$ cat config.mk
export PLATFORM = sky130hd
export DESIGN_NAME = prbs23_loss_monitor
export DESIGN_NICKNAME = d
export VERILOG_FILES = /design/src/rtl/prbs23_loss_monitor.sv
export SDC_FILE = /design/constraint.sdc
export NUM_CORES = 1
export LEC_CHECK = 0
export CORE_MARGIN = 2
export CORE_UTILIZATION = 61
export DETAILED_ROUTE_END_ITERATION = 8
export PLACE_DENSITY = 0.81
export REMOVE_ABC_BUFFERS = 1
export SYNTH_ARGS = -nofsm -noshare
export SYNTH_HDL_FRONTEND = slang
export SYNTH_SLANG_ARGS = --single-unit
$ cat constraint.sdc
create_clock -name clk -period 5.8 [get_ports clk]
set_input_delay 1.16 -clock clk [delete_from_list [all_inputs] [get_ports clk]]
set_output_delay 1.16 -clock clk [all_outputs]
set_load 0.02 [all_outputs]
$ cat src/rtl/prbs23_loss_monitor.sv
// Loss-of-lock window: counts valid LOCKED bits per window and requests SEARCH once window errors reach the threshold.
module prbs23_loss_monitor #(
   parameter int unsigned WINDOW_LEN  = 1024,
   parameter int unsigned LOSS_THRESH = 16
) (
   input  logic clk,
   input  logic reset_n,
   input  logic en,
   input  logic err,
   output logic loss_req
);

   localparam int unsigned WCW = $clog2(WINDOW_LEN);
   localparam int unsigned ECW = $clog2(LOSS_THRESH + 1);
   localparam logic [WCW-1:0] WIN_LAST = WCW'(WINDOW_LEN - 1);
   localparam logic [ECW-1:0] THRESH   = ECW'(LOSS_THRESH);

   logic [WCW-1:0] win_cnt_q, win_cnt_d;
   logic [ECW-1:0] win_err_q, win_err_d;
   logic [ECW-1:0] err_sum;

   always_comb begin
      win_cnt_d = win_cnt_q;
      win_err_d = win_err_q;
      loss_req  = 1'b0;
      err_sum   = win_err_q + {{(ECW-1){1'b0}}, err};
      if (en) begin
         // The error on the final bit of a window still counts toward that window.
         if (err_sum == THRESH) begin
            loss_req  = 1'b1;
            win_cnt_d = '0;
            win_err_d = '0;
         end else if (win_cnt_q == WIN_LAST) begin
            win_cnt_d = '0;
            win_err_d = '0;
         end else begin
            win_cnt_d = win_cnt_q + {{(WCW-1){1'b0}}, 1'b1};
            win_err_d = err_sum;
         end
      end
   end

   always_ff @(posedge clk or negedge reset_n) begin
      if (!reset_n) begin
         win_cnt_q <= '0;
         win_err_q <= '0;
      end else begin
         win_cnt_q <= win_cnt_d;
         win_err_q <= win_err_d;
      end
   end

endmodule

==> results.md <==
* Status: finished, final reports clean
* GR met2 Demand/Resource at 33.64%
* Dpl hpwl at approximately 1200 um
* CTS tree: yes
* Via count at roughly 740
* Inst Count DP at 112
* DRT Wirelength at around 1700 um
* First-pass GRT wire length at 2953 um
* Netlist cell types at 34
* Final Cycle Share at 81.32%
* Die ar. at between 0.0015 and 0.002 sq mm
* Die H at around 43 um
* Post-synthesis sequential area ratio at 41.15%
* Fin crit period at 4.716 ns
* Antenna-violating nets left at 0
* Setup-failing EPs final at 0
* Pins Over Slew Limit at 0
* Worst R2R Start: win_err_q[0]
* Detailed Routing Iterations Pass 1 at 4
* WHS Endpoint: win_cnt_q[6]
* Ys flop type: dfrtp_1
* Io pins at 5
* Clk slew on worst S/H paths at 0.09 ns
* M1 GR Usage at 29.35%
* Post-route clock skew at 0.008481 ns
* Port Buffers at 4
* Max-slew headroom at between 40% and 50%
* Critical Path End Type: output port
* Synth Warn # at 0
* Largest net degree at the start of global routing at 29
* Row count at 13
* GR Layer Usage met3 at 4.255%
* RSZ-0062 raised after global routing: no
* Core ar. at 0.001350 sq mm
* Synthesized instance count at 97
* Min-delay worst type: reg2reg
* DR DRC count at 0
* Clock Tree Root: clkbuf_4
* Fmax achieved at 212.0 MHz
* Die width at 42.67 um
* Power per cell area at around 370 mW/mm^2
* Antenna cells at 0
* Vias per cell at 6.353
* # H-tree levels at 1
* Initial antenna violation count at 0
* Crit. Startpoint: err
* Post-cts sizing count at 0
* Clock sink count at 15
* Sum Neg Setup Slack at 0 ns
* P&R area growth vs syn at 6.996%
* Grt peak-use layer: met2
* Final-report hold violation count at 0
* Postcts setup bufs at 0
* WS Path Type: in2out
* Syn_area_per_cell at between 9 and 10 sq um
* Starting DRT DRC Count at 34
* Post-synth EDFFs at 0
* Max VDD drop at 244.3 uV
* Worst EP arrival at 3.56 ns
* Hold Path Origin: win_cnt_q[6]
* RePlAce Congestion at roughly 0.84
* Fin cells at roughly 120
* Reg2Reg Setup Slack at 3.50 ns
* Starting density of the core at 67.56%
* Final net count at 109
* Vias in the first global route at 691
* Post-DR wirelength/cell at roughly 14 um
* Fraction of registers with async set/reset at 100.0%
* Hold-fix buffers at CTS at 0
* Layout cells sized above 1 at 9.901%
* Reg2Reg Depth at 7
* Worst Path Required at ~4.6 ns
* Total Routing Usage GR at 21.02%
* Filler cells at 114
* CP max FO at 7
* Final hold slack at 0.5523 ns
* Cts bufs inserted at 3
* FF-to-FF End: win_cnt_q[5]
* Clk_lat worst skew at 0.28 ns
* Lkg Pwr at approximately 0.00047 uW
* GRT overflow at 0
* Cell Area, Synth at roughly 900 sq um
* Worst-case clock buffer depth at 2
* Max cap viols at 0
* Yosys reg bits at 15
* Tightest Pin Transition at 0.7502 ns
* Hold depth at 1
* Startpoint types: primary input
-- stage by stage --
| stage | utilization, % | area [sq um] | total power [uW] | setup WS (ns) |
|---|---|---|---|---|
| floorplan | - | 889.6 | 269.5 | 2.140 |
| global placement | 70.25 | 948.4 | 295.7 | 1.131 |
| detailed placement | 70.25 | 948.4 | 301.4 | 1.091 |
| CTS | 72.29 | 975.9 | 361.8 | 1.091 |
| global route | 72.29 | 975.9 | 388.3 | 0.9618 |
| finish | 72.29 | 975.9 | 360.8 | 1.084 |
-- flip-flops by register name, indices dropped and copies added (netlist names) --
signal,cells
win_err_q,5
win_cnt_q,10
-- worst max-delay path by stage --
stage          cells past startpoint  slack, ns  endpoint
6_report                           8       1.08  loss_req
4_1_cts                            8       1.09  loss_req
5_1_grt                            8       0.96  loss_req
3_5_place_dp                       8       1.09  loss_req
3_3_place_gp                       8       1.13  loss_req
2_1_floorplan                      6       2.14  loss_req
-- cells in the final DEF (no fill, tap or decap), drive strengths merged, types with 2 or more instances in the layout --
master / instances
dfrtp: 15
nand3: 14
o21ai: 11
inv: 7
and3: 5
nand2b: 4
a21o: 4
clkdlybuf4s50: 4
nand2: 3
ha: 3
clkbuf: 3
nand4: 2
mux2i: 2
o2bb2ai: 2
nor2b: 2
nor2: 2
-- metal layers --
metal	up-vias	part of all wire (%)
met5	-	0
li1	367	-
met2	24	49
met3	0	6.2
met4	0	0
met1	346	44
-- power by group --
part           switching [uW]  leakage, uW  internal, uW
clock                    34.6    0.0000177          25.6
combinational            61.0     0.000286          63.8
sequential               37.2     0.000169           139
total                     133     0.000472           228
-- cells by family (layout without fill, tap and decap cells) --
group	count (synthesis)	count (layout)	synth area share, %
simple gates	38	38	24.97
fa+ha+maj	3	3	4.116
flops	15	15	41.15
mux	2	2	2.195
xor+xnor	2	2	1.921
compound gates	26	26	20.30
buf+inv	11	15	5.350
-- Yosys cell counts (2+ instances only) --
master	count	area, sq um
a21o_1	4	30.03
nand4_1	2	12.51
o2bb2ai_1	2	17.52
nand3_1	14	70.07
nand2_1	3	11.26
and3_1	5	31.28
nand2b_1	4	25.02
mux2i_1	2	20.02
ha_1	3	37.54
dfrtp_1	15	375.4
nor2b_1	2	12.51
inv_1	7	26.28
clkbuf_1	3	11.26
o21ai_0	11	55.05
-- critical path, cell delays in order --
cell             delay (ns)
clkdlybuf4s50_1        0.40
ha_1                   0.24
ha_1                   0.25
xnor2_1                0.20
o2111ai_2              0.20
nor3_2                 0.34
and2_1                 0.18
clkdlybuf4s50_1        0.59
-- area by class of cell --
cell class	instances	area, sq um	area share (%)
multi-input cells	71	488.0	50.00
well taps	15	18.77	1.923
clock inverters	1	5.005	0.5128
clock buffers	3	22.52	2.308
inverters	7	26.28	2.692
flip-flops and latches	15	375.4	38.46
repair buffers	4	40.04	4.103
(Power assumes the default switching activity.)
